**config.mk**
```make
export PLATFORM = sky130hd
export DESIGN_NAME = pid_loop_sequencer
export DESIGN_NICKNAME = d
export VERILOG_FILES = /design/src/rtl/pid_loop_sequencer_pkg.sv /design/src/rtl/pid_loop_sequencer_spi.sv /design/src/rtl/pid_loop_sequencer.sv
export SDC_FILE = /design/constraint.sdc
export NUM_CORES = 1
export LEC_CHECK = 0
export BUFFER_PORTS_ARGS = -buffer_cell sky130_fd_sc_hd__buf_2
export CAP_MARGIN = 10
export CORE_ASPECT_RATIO = 1.1
export CORE_MARGIN = 10
export CORE_UTILIZATION = 45
export CTS_BUF_LIST = sky130_fd_sc_hd__clkbuf_16
export DETAILED_ROUTE_END_ITERATION = 10
export MAX_ROUTING_LAYER = met4
export PLACE_DENSITY = 0.63
export SLEW_MARGIN = 5
export SYNTH_ARGS = -nofsm -noshare
export SYNTH_HDL_FRONTEND = slang
export SYNTH_HIERARCHICAL = 1
export SYNTH_SLANG_ARGS = --single-unit
```
**constraint.sdc**
```tcl
create_clock -name clk -period 2.67 [get_ports clk]
set_input_delay 0.1335 -clock clk [delete_from_list [all_inputs] [get_ports clk]]
set_output_delay 0.1335 -clock clk [all_outputs]
set_load 0.01 [all_outputs]
```
**src/rtl/pid_loop_sequencer_pkg.sv**
```systemverilog
// Shared definitions for the PID loop sequencer: FSM state encoding and status bit positions.
package pid_loop_sequencer_pkg;

    typedef enum logic [1:0] {
        S_IDLE    = 2'd0,
        S_READ    = 2'd1,
        S_COMPUTE = 2'd2,
        S_WRITE   = 2'd3
    } state_e;

    localparam int ST_OVERRUN = 0;
    localparam int ST_TIMEOUT = 1;

endpackage

```
**src/rtl/pid_loop_sequencer_spi.sv**
```systemverilog
// SPI mode-0 frame engine: one DATA_W-bit full-duplex frame per start, MSB first.
// Frame is 2*DATA_W+2 half-periods of CLK_DIV clk; done is high on the frame's last cycle.
module pid_loop_sequencer_spi #(
    parameter int DATA_W  = 8,
    parameter int CLK_DIV = 2
) (
    input  logic              clk,
    input  logic              reset,
    input  logic              start,
    input  logic [DATA_W-1:0] tx_word,
    input  logic              miso,
    output logic [DATA_W-1:0] rx_word,
    output logic              done,
    output logic              active,
    output logic              sclk,
    output logic              mosi
);

    localparam int H_LAST = 2 * DATA_W + 1;
    localparam int H_W    = $clog2(H_LAST + 1);
    localparam int DIV_W  = (CLK_DIV > 1) ? $clog2(CLK_DIV) : 1;

    logic              active_q, active_d;
    logic [H_W-1:0]    h_q, h_d;
    logic [DIV_W-1:0]  div_q, div_d;
    logic [DATA_W-1:0] tx_q, tx_d;
    logic [DATA_W-1:0] rx_q, rx_d;
    logic              sclk_q, sclk_d;
    logic              mosi_q, mosi_d;

    logic              half_end;
    logic              last_half;
    logic [H_W-1:0]    h_nxt;

    assign half_end  = active_q && (div_q == DIV_W'(CLK_DIV - 1));
    assign last_half = (h_q == H_W'(H_LAST));
    assign h_nxt     = h_q + 1'b1;
    assign done      = half_end && last_half;

    always_comb begin
        active_d = active_q;
        h_d      = h_q;
        div_d    = div_q;
        tx_d     = tx_q;
        rx_d     = rx_q;
        sclk_d   = sclk_q;
        mosi_d   = mosi_q;
        if (!active_q) begin
            if (start) begin
                active_d = 1'b1;
                h_d      = '0;
                div_d    = '0;
                tx_d     = tx_word;
                mosi_d   = tx_word[DATA_W-1];
                sclk_d   = 1'b0;
            end
        end else if (!half_end) begin
            div_d = div_q + 1'b1;
        end else if (last_half) begin
            active_d = 1'b0;
            div_d    = '0;
            sclk_d   = 1'b0;
            mosi_d   = 1'b0;
        end else begin
            div_d = '0;
            h_d   = h_nxt;
            // Odd half-periods raise SCLK and sample MISO, except the trailing CS-hold half.
            if (h_nxt[0]) begin
                if (h_nxt != H_W'(H_LAST)) begin
                    sclk_d = 1'b1;
                    rx_d   = {rx_q[DATA_W-2:0], miso};
                end
            end else begin
                sclk_d = 1'b0;
                tx_d   = tx_q << 1;
                mosi_d = tx_q[DATA_W-2];
            end
        end
    end

    always_ff @(posedge clk or negedge reset) begin
        if (!reset) begin
            active_q <= 1'b0;
            h_q      <= '0;
            div_q    <= '0;
            tx_q     <= '0;
            rx_q     <= '0;
            sclk_q   <= 1'b0;
            mosi_q   <= 1'b0;
        end else begin
            active_q <= active_d;
            h_q      <= h_d;
            div_q    <= div_d;
            tx_q     <= tx_d;
            rx_q     <= rx_d;
            sclk_q   <= sclk_d;
            mosi_q   <= mosi_d;
        end
    end

    assign rx_word = rx_q;
    assign active  = active_q;
    assign sclk    = sclk_q;
    assign mosi    = mosi_q;

endmodule

```
**src/rtl/pid_loop_sequencer.sv**
```systemverilog
// Per sample tick: read the ADC over SPI, hand the sample to the PID core, then write its
// result to the DAC over the same SPI bus. Chip selects are steered by FSM state.
module pid_loop_sequencer
    import pid_loop_sequencer_pkg::*;
#(
    parameter int DATA_W      = 8,
    parameter int PERIOD_W    = 16,
    parameter int CLK_DIV     = 2,
    parameter int PID_TIMEOUT = 64
) (
    input  logic                clk,
    input  logic                reset,
    input  logic                en,
    input  logic [PERIOD_W-1:0] period,
    output logic [DATA_W-1:0]   pv,
    output logic                pv_valid,
    output logic                pid_start,
    input  logic                pid_done,
    input  logic [DATA_W-1:0]   pid_out,
    output logic                ctrl_clk,
    output logic                ctrl_mosi,
    output logic                ctrl_in_cs,
    output logic                ctrl_out_cs,
    input  logic                ctrl_miso,
    output logic                busy,
    output logic [1:0]          status,
    output logic [1:0]          state_dbg
);

    localparam int TMO_W = $clog2(PID_TIMEOUT + 1);

    state_e              state_q, state_d;
    logic [PERIOD_W-1:0] count_q, count_d;
    logic [TMO_W-1:0]    tmo_q, tmo_d;
    logic [DATA_W-1:0]   pv_q, pv_d;
    logic                pv_valid_q, pv_valid_d;
    logic                pid_start_q, pid_start_d;
    logic [1:0]          status_q, status_d;

    logic                run;
    logic                tick;
    logic                eng_start;
    logic [DATA_W-1:0]   eng_tx;
    logic [DATA_W-1:0]   eng_rx;
    logic                eng_done;
    logic                eng_active;

    // >= rather than == so a period lowered on the fly cannot strand the counter.
    assign run  = en && (period != '0);
    assign tick = run && (count_q >= period);

    always_comb begin
        state_d     = state_q;
        count_d     = (run && !tick) ? count_q + 1'b1 : '0;
        tmo_d       = tmo_q;
        pv_d        = pv_q;
        pv_valid_d  = 1'b0;
        pid_start_d = 1'b0;
        status_d    = status_q;
        eng_start   = 1'b0;
        eng_tx      = '0;
        if (tick && state_q != S_IDLE) begin
            status_d[ST_OVERRUN] = 1'b1;
        end
        case (state_q)
            S_IDLE: begin
                if (tick) begin
                    state_d   = S_READ;
                    eng_start = 1'b1;
                end
            end
            S_READ: begin
                if (eng_done) begin
                    state_d     = S_COMPUTE;
                    pv_d        = eng_rx;
                    pv_valid_d  = 1'b1;
                    pid_start_d = 1'b1;
                    tmo_d       = '0;
                end
            end
            S_COMPUTE: begin
                if (pid_done) begin
                    state_d   = S_WRITE;
                    eng_start = 1'b1;
                    eng_tx    = pid_out;
                end else if (tmo_q == TMO_W'(PID_TIMEOUT - 1)) begin
                    state_d               = S_IDLE;
                    status_d[ST_TIMEOUT]  = 1'b1;
                end else begin
                    tmo_d = tmo_q + 1'b1;
                end
            end
            S_WRITE: begin
                if (eng_done) begin
                    state_d = S_IDLE;
                end
            end
            default: state_d = S_IDLE;
        endcase
        if (!en) begin
            status_d = '0;
        end
    end

    always_ff @(posedge clk or negedge reset) begin
        if (!reset) begin
            state_q     <= S_IDLE;
            count_q     <= '0;
            tmo_q       <= '0;
            pv_q        <= '0;
            pv_valid_q  <= 1'b0;
            pid_start_q <= 1'b0;
            status_q    <= '0;
        end else begin
            state_q     <= state_d;
            count_q     <= count_d;
            tmo_q       <= tmo_d;
            pv_q        <= pv_d;
            pv_valid_q  <= pv_valid_d;
            pid_start_q <= pid_start_d;
            status_q    <= status_d;
        end
    end

    pid_loop_sequencer_spi #(
        .DATA_W  (DATA_W),
        .CLK_DIV (CLK_DIV)
    ) u_spi (
        .clk     (clk),
        .reset   (reset),
        .start   (eng_start),
        .tx_word (eng_tx),
        .miso    (ctrl_miso),
        .rx_word (eng_rx),
        .done    (eng_done),
        .active  (eng_active),
        .sclk    (ctrl_clk),
        .mosi    (ctrl_mosi)
    );

    // Only one state can own the engine, so the two selects never overlap.
    assign ctrl_in_cs  = ~(eng_active && (state_q == S_READ));
    assign ctrl_out_cs = ~(eng_active && (state_q == S_WRITE));

    assign pv        = pv_q;
    assign pv_valid  = pv_valid_q;
    assign pid_start = pid_start_q;
    assign busy      = (state_q != S_IDLE);
    assign status    = status_q;
    assign state_dbg = state_q;

endmodule

```
==> out/results.ini <==
[logic_synthesis]
post_synth_xor_area_fraction_pct=5.46
asyncSetResetFlopFracSynth_pct=100
edff_count_synth=0
synth.avg_cell_area_um2=9.99
mappedNetlistArea_um2=3370
synth-seq-area-share_pct=44.6
post_synth_mux_area_share_pct=7.02
synth_compound_area_share_pct=9.70
post_synth_fa_ha_maj_area_fraction_pct=7.80
ys_seq_elements=60
synth_simple_gate_area_share_pct=20.7
dominant_combinational_cell_family_by_area_after_synthesis=simple AND/OR/NAND/NOR gates
syn-instance-count=337
synth.distinct_cells=54
yosysWarnings=6
postSynth.topFlopCell=dfrtp_1
synth_nets=387

[worst_setup_path]
cp_data_required_time_ps=2870
reg2reg_to=u_spi/tx_q[5]
timing_worst_setup_path_type=reg2reg
critical_path.endpoint_type=flop
r2r_setup_slack_ps=200
critPathLaunchType=flop
rr_worst_depth=10
crit_fanout=7
cp_top_family=compound AO/OA/AOI/OAI gates
r2r_start=count_q[9]
arrival_ps=2680
crit_slowest_cell=dfrtp_1
path_common_cell=o21ai_4
worst-path-buf-inv=0
series_of_cell_instances_along_the_critical_path=ha_1 > a21oi_1 > o21ai_1 > a221oi_4 > nand3_2 > a21o_1 > nand2b_1 > o21ai_4 > o21ai_4 > mux2_1
critical_path.max_stage_delay_ps=400

[power]
power.density_cell_area_nw_per_um2=836
static-leakage-power_nw=2.04
post-layout-total-power_w=0.00342
worst_ir_drop_on_vdd_mv=0.522

[floorplan]
fp.dieW_um=102
initial_core_util_pct=45.6
floorplan.die_area_um2=11300
die_height_um=111
io_pins=48
floorplan.core_area_um2=7390
placement_rows=33

[min_path]
worst_hold_path.endpoint=u_spi/rx_word[0]
hp-start=ctrl_miso
hp-class=in2reg
hold_depth=2

[job]
drv_cap=0

[layout]
drive_above_1_share_pct=26.2
layout.cell_area.non_filler_um2=4090
syn_to_final_growth_pct=21.4
finalNetCount=449
insertedDiodeCount=0

[timing]
max_slew.worst_pin.slew_ps=517
setup_tns_ps=0
finalWorstPathRequiredPeriod_ps=2470
number_of_slew_limit_violations_in_the_final_report=0
hold-worst-slack_ps=37.0
finalHoldViolCount=0
timing.final.ws_setup_ps=197
clock.fmax_ghz=0.404
max-slew-margin-rel_pct=65.4
setup_viol_count_final=0
period_share_pct=92.6
rsz_0062_raised_after_global_routing=no
fin_worst_skew_ps=6.23

[drt]
route.detailed.drc=0
detail-route-antenna-nets=0
drtIter0Drc=97
vias=2551
drt_pre_antenna_iters=4
post_drt_wl_per_cell_um=14.6
postRouteWirelength_mm=7.19
vias_per_cell=5.20

[grt]
grt_remaining_overflow=0
grt_usage_pct=13.7
via_count_of_the_first_global_routing_pass=2703
grt_max_degree=30
antenna_found_initial=0
grt_pass1_wl_mm=12.4

[clocking]
clock_tree_from_tritoncts=yes
cts_buffer_depth=2
cts.htree.levels=3
clkTransAtPathRegs_ps=60
cts_root_buffer=clkbuf_16
numCtsBuffers=9
latest_clock_arrival_within_the_worst_skew_pair_ps=330
cts_num_sinks=60

[run_status]
run_status=finished clean

[placement]
pre_cts_ws_ps=72.9
gp_congestion=0.847
placed_cell_area_um2=3730
dp_hpwl_mm=5.40
placement.io_buffers=47

==> metrics by stage <==
step	utilization [%]	instances
3_5_place_dp	50.5	472
3_3_place_gp	50.5	472
5_1_grt	55.3	491
6_report	55.3	491
4_1_cts	54.7	489
2_1_floorplan	-	337
==> sequential cells by signal, indices dropped and copies added, names as in the netlist <==
name,count
count_q,16
pid_start,1
pv,8
state_dbg,2
status,2
tmo_q,7
u_spi/active,1
u_spi/div_q,1
u_spi/h_q,5
u_spi/mosi,1
u_spi/rx_word,8
u_spi/sclk,1
u_spi/tx_q,7
==> report_power, final <==
| group | switching [W] | total (W) | internal [W] |
|---|---|---|---|
| Combinational | 0.000497 | 0.000960 | 0.000463 |
| Sequential | 0.000164 | 0.00129 | 0.00112 |
| Clock | 0.000436 | 0.00117 | 0.000737 |
| Total | 0.00110 | 0.00342 | 0.00232 |
==> per-layer routing <==
layer / track usage [%] / wire (um)
met5: - / 0
met2: 21.2 / 3480
met3: 4.05 / 458
met4: 5.56 / 106
met1: 16.3 / 3140
==> cell usage in the layout (no fill, tap or decap), types with 2 or more instances in the layout <==
| master | instances |
|---|---|
| a21oi_1 | 7 |
| a22o_1 | 2 |
| a41oi_1 | 3 |
| and2_1 | 8 |
| and4_1 | 4 |
| buf_2 | 47 |
| buf_4 | 12 |
| clkbuf_16 | 9 |
| dfrtp_1 | 60 |
| ha_1 | 21 |
| inv_1 | 27 |
| inv_6 | 3 |
| mux2_1 | 6 |
| mux2_2 | 15 |
| nand2_1 | 43 |
| nand2b_1 | 3 |
| nand3_1 | 17 |
| nand3b_1 | 2 |
| nand4_1 | 4 |
| nor2_1 | 28 |
| nor2b_1 | 5 |
| nor3_1 | 3 |
| nor4_1 | 4 |
| o21ai_0 | 9 |
| o21ai_4 | 3 |
| or2_2 | 2 |
| or3_1 | 3 |
| xnor2_1 | 9 |
| xor2_1 | 12 |
==> worst max-delay path by stage <==
stage	startpoint	endpoint	slack, ps	depth (start not counted)
after floorplan	count_q[0]	u_spi/tx_q[1]	220	11
after global placement	count_q[11]	u_spi/tx_q[2]	120	10
after detailed placement	count_q[9]	u_spi/tx_q[6]	70	10
after CTS	count_q[9]	u_spi/tx_q[6]	60	10
after global routing	count_q[9]	u_spi/tx_q[6]	20	10
final	count_q[9]	u_spi/tx_q[5]	200	10
==> worst register-to-register path, delay by kind of cell (launching register included) <==
family          cells  cell delay [ps]
compound gates      6             1040
flops               1              400
fa+ha+maj           1              300
mux                 1              360
simple gates        2              270
==> synth_stat cells (2+ instances only) <==
cell | count | share of area (%)
nor3_1 | 4 | 0.59
and2_1 | 8 | 1.5
xor2_1 | 12 | 3.1
a41oi_1 | 3 | 0.78
nand3b_1 | 2 | 0.45
o21ai_0 | 10 | 1.5
mux2_2 | 15 | 5.0
nand2_1 | 43 | 4.8
nand3_1 | 18 | 2.7
or2_2 | 2 | 0.37
buf_6 | 2 | 0.67
a22o_1 | 2 | 0.52
nor2b_1 | 5 | 0.93
ha_1 | 21 | 7.8
nor2_1 | 28 | 3.1
buf_2 | 3 | 0.45
mux2_1 | 6 | 2.0
nand4_1 | 4 | 0.74
or3_1 | 3 | 0.56
inv_1 | 27 | 3.0
nand2b_1 | 3 | 0.56
and4_1 | 4 | 1.0
o21ai_4 | 3 | 1.4
dfrtp_1 | 60 | 45
a21oi_1 | 7 | 1.0
nor4_1 | 4 | 0.74
xnor2_1 | 9 | 2.3
clkbuf_1 | 3 | 0.33
==> cell type report <==
class	instances	area, um^2
clock buffer	9	225
tap	87	109
timing repair buffer	60	335
fill	655	3300
clock inverter	7	81.3
sequential	60	1500
multi-input combinational	241	1740
inverter	27	101
==> what timing repair did <==
action / CTS / global route
gates resized for setup: 0 / 6
hold buffers: 1 / 0
buffers inserted: 0 / 2
endpoints found under the hold margin: 11 / 0
setup endpoints to repair: 0 / 8
==> cell families after synthesis <==
family	Yosys count
AO/OA/AOI/OAI	42
XOR/XNOR	21
adder cells (fa/ha/maj)	21
buffers and inverters	36
flip-flops	60
multiplexers	21
AND/OR/NAND/NOR	136
No activity file was read; power rests on OpenSTA's default activity.
